## src/rtl/tilelink_pkg.sv

```systemverilog
// Shared TileLink-UL definitions for the interconnect.
// Contents:
//   - A/D channel struct typedefs.
//   - Opcode constants.
//   - xbar_entry: one in-order tracking record per accepted request.
package tilelink_pkg;

  localparam logic [2:0] OP_PUT_FULL        = 3'd0;
  localparam logic [2:0] OP_PUT_PARTIAL     = 3'd1;
  localparam logic [2:0] OP_GET             = 3'd4;
  localparam logic [2:0] OP_ACCESS_ACK      = 3'd0;
  localparam logic [2:0] OP_ACCESS_ACK_DATA = 3'd1;

  typedef struct packed {
    logic        a_valid;
    logic [2:0]  a_opcode;
    logic [2:0]  a_param;
    logic [2:0]  a_size;
    logic [7:0]  a_source;
    logic [31:0] a_address;
    logic [3:0]  a_mask;
    logic [31:0] a_data;
    logic        a_ready;
  } tilelink_a;

  typedef struct packed {
    logic        d_valid;
    logic [2:0]  d_opcode;
    logic [2:0]  d_param;
    logic [2:0]  d_size;
    logic [7:0]  d_source;
    logic        d_sink;
    logic [31:0] d_data;
    logic        d_error;
    logic        d_ready;
  } tilelink_d;

  // idx == N_DEV marks the internal error target.
  typedef struct packed {
    logic [3:0] idx;
    logic [7:0] source;
    logic [2:0] size;
    logic       is_get;
  } xbar_entry;

endpackage

```

## src/rtl/tl_order_fifo.sv

```systemverilog
// In-order tracking FIFO of xbar_entry records.
// Ports:
//   - clock, reset_in (async, active-high).
//   - push + push_entry: write one record (ignored when full).
//   - pop: retire the head record (ignored when empty).
//   - head: the oldest record.
//   - full, empty: derived from the registered pointers only.
module tl_order_fifo
  import tilelink_pkg::*;
#(
  parameter int DEPTH = 2
) (
  input  logic      clock,
  input  logic      reset_in,
  input  logic      push,
  input  xbar_entry push_entry,
  input  logic      pop,
  output xbar_entry head,
  output logic      full,
  output logic      empty
);

  // Pointers carry one extra wrap bit so full and empty are distinguishable.
  localparam int PW = $clog2(DEPTH) + 1;
  localparam int IW = (DEPTH > 1) ? $clog2(DEPTH) : 1;
  localparam int SLOTS = 1 << IW;
  localparam logic [PW-1:0] WRAP_ONLY = PW'(1) << (PW - 1);

  logic [PW-1:0] wr_ptr;
  logic [PW-1:0] rd_ptr;
  logic [IW-1:0] wr_idx;
  logic [IW-1:0] rd_idx;
  xbar_entry     mem [SLOTS];

  // With a single slot there are no index bits, so slot 0 is always used.
  assign wr_idx = (DEPTH > 1) ? IW'(wr_ptr) : '0;
  assign rd_idx = (DEPTH > 1) ? IW'(rd_ptr) : '0;

  assign empty = (wr_ptr == rd_ptr);
  assign full  = ((wr_ptr ^ rd_ptr) == WRAP_ONLY);
  assign head  = mem[rd_idx];

  always_ff @(posedge clock or posedge reset_in) begin
    if (reset_in) begin
      wr_ptr <= '0;
      rd_ptr <= '0;
    end else begin
      if (push && !full)  wr_ptr <= wr_ptr + 1'b1;
      if (pop && !empty)  rd_ptr <= rd_ptr + 1'b1;
    end
  end

  always_ff @(posedge clock) begin
    if (push && !full) mem[wr_idx] <= push_entry;
  end

endmodule

```

## src/rtl/tilelink_xbar.sv

```systemverilog
// 1-host to N-device TileLink-UL interconnect with in-order responses.
// Ports:
//   - clock, reset_in: clock and async active-high reset.
//   - host_tla: host request; its a_ready field is ignored.
//   - host_tld: response to the host; d_ready flags acceptance this cycle.
//   - dev_tla[N_DEV]: broadcast payload, per-device a_valid, a_ready tied 1.
//   - dev_tld[N_DEV]: per-device responses.
//   - decode_err_count: saturating count of unmapped requests.
//   - protocol_err: sticky flag for responses from a device not at the head.
//   - busy: requests outstanding.
module tilelink_xbar
  import tilelink_pkg::*;
#(
  parameter int N_DEV = 4,
  parameter int MAX_OUTSTANDING = 2,
  parameter logic [N_DEV-1:0][31:0] ADDR_MASK = {N_DEV{32'hF0000000}},
  parameter logic [N_DEV-1:0][31:0] ADDR_TAG =
    {32'h20000000, 32'hF0000000, 32'h80000000, 32'h00000000}
) (
  input  logic                  clock,
  input  logic                  reset_in,
  input  tilelink_a             host_tla,
  output tilelink_d             host_tld,
  output tilelink_a [N_DEV-1:0] dev_tla,
  input  tilelink_d [N_DEV-1:0] dev_tld,
  output logic [15:0]           decode_err_count,
  output logic                  protocol_err,
  output logic                  busy
);

  localparam logic [3:0] ERR_IDX = 4'(N_DEV);

  logic      accept;
  logic      pop;
  logic      fault;
  logic      full;
  logic      empty;
  logic [3:0] target;
  xbar_entry push_entry;
  xbar_entry head;

  // Scan downward so the lowest matching device index wins.
  always_comb begin
    target = ERR_IDX;
    for (int i = N_DEV - 1; i >= 0; i--) begin
      if ((host_tla.a_address & ADDR_MASK[i]) == ADDR_TAG[i]) target = 4'(i);
    end
  end

  // Reset gating keeps every output quiet while reset is asserted.
  assign accept = host_tla.a_valid && !full && !reset_in;

  assign push_entry.idx    = target;
  assign push_entry.source = host_tla.a_source;
  assign push_entry.size   = host_tla.a_size;
  assign push_entry.is_get = (host_tla.a_opcode == OP_GET);

  always_comb begin
    for (int i = 0; i < N_DEV; i++) begin
      dev_tla[i]         = host_tla;
      dev_tla[i].a_valid = accept && (target == 4'(i));
      dev_tla[i].a_ready = 1'b1;
    end
  end

  // Only the head's target may answer; an error entry answers by itself
  // the first cycle it reaches the head. Any other d_valid is dropped.
  always_comb begin
    host_tld = '0;
    pop      = 1'b0;
    fault    = 1'b0;
    if (!empty && head.idx == ERR_IDX) begin
      host_tld.d_valid  = 1'b1;
      host_tld.d_error  = 1'b1;
      host_tld.d_opcode = head.is_get ? OP_ACCESS_ACK_DATA : OP_ACCESS_ACK;
      host_tld.d_source = head.source;
      host_tld.d_size   = head.size;
      pop               = 1'b1;
    end
    for (int j = 0; j < N_DEV; j++) begin
      if (dev_tld[j].d_valid) begin
        if (!empty && head.idx == 4'(j)) begin
          host_tld = dev_tld[j];
          pop      = 1'b1;
        end else begin
          fault = 1'b1;
        end
      end
    end
    host_tld.d_ready = accept;
  end

  tl_order_fifo #(
    .DEPTH(MAX_OUTSTANDING)
  ) u_fifo (
    .clock     (clock),
    .reset_in  (reset_in),
    .push      (accept),
    .push_entry(push_entry),
    .pop       (pop),
    .head      (head),
    .full      (full),
    .empty     (empty)
  );

  always_ff @(posedge clock or posedge reset_in) begin
    if (reset_in) begin
      decode_err_count <= '0;
      protocol_err     <= 1'b0;
    end else begin
      if (accept && target == ERR_IDX && decode_err_count != 16'hFFFF)
        decode_err_count <= decode_err_count + 16'd1;
      if (fault) protocol_err <= 1'b1;
    end
  end

  assign busy = !empty;

endmodule

```

## config.mk

```make
export PLATFORM = sky130hd
export DESIGN_NAME = tilelink_xbar
export DESIGN_NICKNAME = d
export VERILOG_FILES = /design/src/rtl/tilelink_pkg.sv /design/src/rtl/tl_order_fifo.sv /design/src/rtl/tilelink_xbar.sv
export SDC_FILE = /design/constraint.sdc
export NUM_CORES = 1
export LEC_CHECK = 0
export ABC_CLOCK_PERIOD_IN_PS = 4000
export CAP_MARGIN = 0
export CORE_AREA = 8 8 273 275
export DETAILED_ROUTE_END_ITERATION = 8
export DIE_AREA = 0 0 281 283
export HOLD_SLACK_MARGIN = 0.12
export PLACE_DENSITY_LB_ADDON = 0.15
export SYNTH_ARGS = -nofsm -noshare
export SYNTH_HDL_FRONTEND = slang
export SYNTH_HIERARCHICAL = 1
export SYNTH_SLANG_ARGS = --single-unit
```

## constraint.sdc

```tcl
create_clock -name clock -period 4 [get_ports clock]
set_input_delay 1.2 -clock clock [delete_from_list [all_inputs] [get_ports clock]]
set_output_delay 1.2 -clock clock [all_outputs]
set_load 0.01 [all_outputs]
```

==> Yosys cells after proc, flatten, opt, wreduce, memory -nomap -nowiden <==
Memories as Yosys holds them, arrays and structs flattened.
Cells that the tools add are included.
{ "word_totals": {"n_memories": 1, "ram_bits": 30, "out_inout_bits": 419, "register_bits": 21, "wordCells": 79} }
{ "memory_table": {"columns": ["memory", "words", "width", "read_ports", "rd_ports_with_merged_regs", "write_ports", "line", "source"], "rows": [
  ["u_fifo.mem", 2, 15, 1, 0, 1, "tl_order_fifo.sv:33", "xbar_entry mem [SLOTS];"]
]} }
{ "op_classes": {"n_mux": 34, "addsub": 3, "eq_ne": 15, "bitwise_logic": 1, "reduce_logical": 21} }
{ "op_table": {"columns": ["op", "n"], "rows": [
  ["2-to-1 mux 53 bit", 8],
  ["logical NOT 32 bit", 1],
  ["2-to-1 mux 1 bit", 20],
  ["adder 16 x 1 -> 16 bit (second input constant)", 1],
  ["!= test 16 bit (second input constant)", 1],
  ["logical AND 1 bit", 15],
  ["== test 4 x 2 -> 1 bit (second input constant)", 3],
  ["2-to-1 mux 3 bit", 4],
  ["2-to-1 mux 11 bit", 1],
  ["== test 4 bit (second input constant)", 2],
  ["logical NOT 4 bit", 2],
  ["== test 3 x 2 -> 1 bit (second input constant)", 2],
  ["== test 3 bit (second input constant)", 2],
  ["adder 2 x 1 -> 2 bit (second input constant)", 2],
  ["== test 4 x 1 -> 1 bit (second input constant)", 1],
  ["== test 4 x 3 -> 1 bit (second input constant)", 1],
  ["2-to-1 mux 4 bit", 1],
  ["== test 3 x 1 -> 1 bit (second input constant)", 1],
  ["logical NOT 1 bit", 3],
  ["== test 2 bit", 1],
  ["== test 2 bit (second input constant)", 1],
  ["bitwise XOR 2 bit", 1]
]} }

==> Logic depth before layout (Yosys ltp) <==
{ "logic_depth": {"word_depth": 13, "mapped_depth": 13, "ltp_nobuf": 9} }

==> Cells and area by module <==
Netlist, hierarchy kept.
{ "modules_own_cells": {"columns": ["mod", "area_each_um2", "cells_per_inst", "n_inst"], "rows": [
  ["tilelink_xbar", 5138.7, 723, 1],
  ["tl_order_fifo", 1411.4, 77, 1]
]} }

==> Worst setup path before layout <==
Ideal clock, no wire load.
{ "synth_timing": {"path_kind": "reg-to-output", "from": "reg u_fifo.rd_ptr[0]", "to": "out host_tld[32] in the netlist's numbering", "path_slack_ps": 338, "path_stages_with_launch": 12, "arrival_time_ps": 2462, "path_cell_list": "dfrtp_1 clkbuf_1 buf_4 mux2_2 buf_6 or4_1 buf_2 nor2_4 buf_6 buf_6 a221oi_1 o21ai_1"} }
{ "synth_lines": {"columns": ["element", "line", "source"], "rows": [
  ["start: declaration", "tl_order_fifo.sv:30", "logic [PW-1:0] rd_ptr;"],
  ["start signal: assignment", "tl_order_fifo.sv:49", "if (pop && !empty) rd_ptr <= rd_ptr + 1'b1;"],
  ["end: declaration", "tilelink_xbar.sv:23", "output tilelink_d host_tld,"]
]} }

==> flow_metrics.py <==
metrics = {
    "run_status": {
        "outcome": "finished with violations",
        "violations": "setup timing",
    },
    "floorplan": {
        "start_util_pct": 9.290,
        "die_x_um": 281,
        "coreArea_sq_mm": 0.07051,
        "rows": 98,
        "io_pins": 720,
        "die-height_um": 283,
        "die_area_sq_mm": 0.07952,
    },
    "setup_path": {
        "reg2reg_slack_ns": 1.52,
        "worst_path_most_repeated_cell": "buf_12",
        "regToRegStartpoint": "u_fifo/rd_ptr[0]$_DFFE_PP0P_",
        "cp_max_fo": 7,
        "crit_start": "u_fifo/rd_ptr[0]$_DFFE_PP0P_",
        "cpMaxStageDelayCell": "dfrtp_2",
        "cp.buffers_inverters": 6,
        "rr_worst_depth": 9,
        "cp.arrival_ns": 2.82,
        "path_class": "reg -> out",
        "crit_path_end_kind": "output port",
        "slowest_delay_ns": 0.50,
        "critPathTopFamily": "buffers and inverters",
        "r2r_end": "decode_err_count[14]$_DFFE_PP0P_",
        "cp-start-kind": "flip-flop",
        "path_cells": "buf_6 > mux2_4 > or4_4 > nor2_4 > buf_12 > buf_12 > buf_8 > a221oi_4 > o21ai_2 > buf_4 > buf_12",
        "worstPathRequired_ns": 2.80,
    },
    "timing": {
        "fin_skew_ns": 0.01355,
        "fmax_ghz": 0.2485,
        "finalHoldViolCount": 0,
        "rsz0062_at_grt": "yes",
        "slew_headroom_pct": 46.10,
        "period_share_pct": 100.6,
        "final_max_slew_viol_count": 0,
        "worst_pin_slew_ns": 0.8076,
        "min_period_ns": 4.025,
        "final.setup.tns_ns": -0.1041,
        "setup_viol": 8,
        "setup_slack_ns": -0.02488,
    },
    "hold_path": {
        "hold_depth": 2,
        "min_to": "protocol_err$_DFFE_PP0P_",
        "hp-start": "protocol_err$_DFFE_PP0P_",
        "hold_path.class": "reg -> reg",
    },
    "global_route": {
        "grt_pass1_wl_um": 68160,
        "overflow": 0,
        "grt_max_degree": 27,
        "grt_pass1_vias": 6817,
        "antenna_found_initial": 24,
        "track_usage_pct": 12.83,
    },
    "clock_network": {
        "clk_latency_ns": 0.30,
        "clock-sinks": 53,
        "cts_made_buffers": 5,
        "cts_tree": "done",
        "clk_pin_slew_ns": 0.08,
        "h-tree-depth": 2,
        "clockBufferDepth": 2,
        "clockRootBuffer": "clkbuf_16",
    },
    "place": {
        "dpl.cell_count": 1856,
        "dp_hpwl_um": 46760,
        "dp_slack_ns": -0.7811,
        "portBuffers": 375,
        "gp_congestion": 0.7370,
    },
    "power_and_ir_drop": {
        "seqPwrFrac_pct": 17.2,
        "finalPower_mw": 4.544,
        "p_sw_mw": 1.835,
        "clkPwrFrac_pct": 11.5,
        "ir_worst_vdd_mv": 0.2011,
        "power.internal_mw": 2.708,
        "p_per_area_mw_per_mm2": 380.7,
        "switching_share_pct": 40.39,
        "power_frac_comb_pct": 71.3,
        "p_leak_nw": 4.348,
    },
    "cells_and_area": {
        "stdcell_count": 1923,
        "nFillCells": 7905,
        "nets": 1269,
        "syn2layout_area_growth_pct": 82.20,
        "drive_gt1_share_pct": 36.98,
        "regArea_sq_mm": 0.001488,
        "final_core_util_pct": 16.93,
        "multiInputGateArea_sq_mm": 0.003127,
    },
    "yosys": {
        "synth_area_sq_mm": 0.006550,
        "synth_cell_types": 48,
        "yosysWarnings": 6,
        "ys_seq_elements": 53,
        "synth_edf_count": 32,
        "synth-seq-area-share_pct": 22.69,
        "synthCells": 800,
        "ys.flop_type": "edfxtp_1",
        "async_reset_ff_share_pct": 39.62,
        "avgSynthCellArea_sq_um": 8.188,
    },
    "detailed_routing": {
        "vias": 6154,
        "drc": 0,
        "firstDrtPassIters": 5,
        "antenna_left": 0,
        "drt_iter0_drc": 130,
        "vias_per_cell": 3.200,
        "wirelength_um": 55750,
        "post_drt_wl_per_cell_um": 28.99,
    },
    "flow_run": {
        "max_cap_violations": 0,
    },
}
==> cell usage after synthesis, drive strengths merged, types with 2 or more instances <==
library cell,count,area [sq um]
buf,362,2716
nand2,53,198.9
a221oi,50,437.9
nor2,50,195.2
o21ai,44,220.2
edfxtp,32,960.9
clkbuf,24,92.59
dfrtp,21,525.5
nor3,20,105.1
mux2,19,214.0
nand3,19,95.09
inv,17,63.81
xor2,16,140.1
a221o,12,120.1
nor4,11,90.08
nand4,8,50.05
and3,5,31.28
nor3b,5,42.54
a21oi,3,15.01
mux2i,3,30.03
nand2b,3,18.77
xnor2,3,33.79
a211o,2,18.77
and2,2,12.51
conb,2,7.510
nor4b,2,17.52
or4,2,15.01
==> cells by family (layout without fill, tap and decap cells) <==
| kind of cell | Yosys count | after routing | synth area share (%) |
|---|---|---|---|
| flops | 53 | 53 | 22.69 |
| fa+ha+maj | 1 | 1 | 0.1910 |
| compound gates | 114 | 114 | 12.78 |
| mux | 22 | 22 | 3.725 |
| other cells | 2 | 11 | 0.1147 |
| buf+inv | 403 | 567 | 43.86 |
| simple gates | 186 | 186 | 13.98 |
| xor+xnor | 19 | 19 | 2.655 |
==> layer usage <==
layer | part of all wire (%) | global-route usage (%) | vias up
li1 | - | - | 2751
met1 | 35 | 13.26 | 2835
met2 | 47 | 21.07 | 521
met3 | 18 | 10.18 | 31
met4 | 0.37 | 0.7741 | 16
met5 | 0.45 | 1.500 | -
==> through the flow <==
| stage | area, sq um | hold slack [ns] |
|---|---|---|
| after detailed placement | 10020 | 0.4831 |
| final | 11930 | 0.4937 |
| after global routing | 11920 | 0.5544 |
| after floorplan | 6565 | 0.5076 |
| after CTS | 11290 | 0.5023 |
| after global placement | 10020 | 0.4951 |
==> worst register-to-register path, cell delays in order (launching register included) <==
cell     delay (ns)
dfrtp_2        0.50
xor2_2         0.23
buf_4          0.13
nor2_1         0.05
nor3b_4        0.23
buf_4          0.19
nand3_1        0.20
buf_4          0.25
nor4_1         0.43
xor2_1         0.18
==> timing repair <==
action	4_1_cts	5_1_grt
resized for setup	226	88
hold buffers	0	0
pin swaps	41	29
endpoints found under the setup margin	56	52
buffers inserted	29	29
cloned	6	7
==> final cells by class <==
| class | count | area share, % |
|---|---|---|
| inverter | 17 | 0.5347 |
| multi-input combinational | 348 | 26.20 |
| antenna | 5 | 0.1048 |
| timing repair buffer | 542 | 49.29 |
| clock inverter | 3 | 0.3984 |
| tap | 950 | 9.960 |
| sequential | 53 | 12.47 |
| clock buffer | 5 | 1.048 |
==> worst max-delay path by stage <==
stage	end	slack (ns)	cells past startpoint
finish	host_tld[18]	-0.02	11
global route	host_tld[18]	-0.17	11
CTS	host_tld[2]	-0.13	11
detailed placement	host_tld[2]	-0.78	10
global placement	host_tld[2]	-0.81	10
floorplan	host_tld[32]	0.34	11
==> registers in the layout, indices dropped and copies added (netlist names) <==
signal            cells
protocol_err          1
u_fifo/wr_ptr         2
u_fifo/rd_ptr         2
u_fifo/mem           32
decode_err_count     16
==> layout by cell type (no fill, tap or decap), drive strengths merged, types with 16 or more instances in the layout <==
master           n
nor2            50
a221oi          50
inv             19
edfxtp          32
nor3            20
mux2            19
o21ai           44
nand2           53
nand3           19
clkdlybuf4s50  317
buf            209
xor2            16
dfrtp           21
==> power groups by stage <==
stage               clock (mW)  sequential (mW)  combinational (mW)
floorplan                    0            0.781                1.20
global placement             0            0.793                2.82
detailed placement           0            0.790                2.80
CTS                      0.547            0.785                3.21
global route             0.559            0.800                3.54
finish                   0.524            0.782                3.24
(Power assumes the default switching activity.)
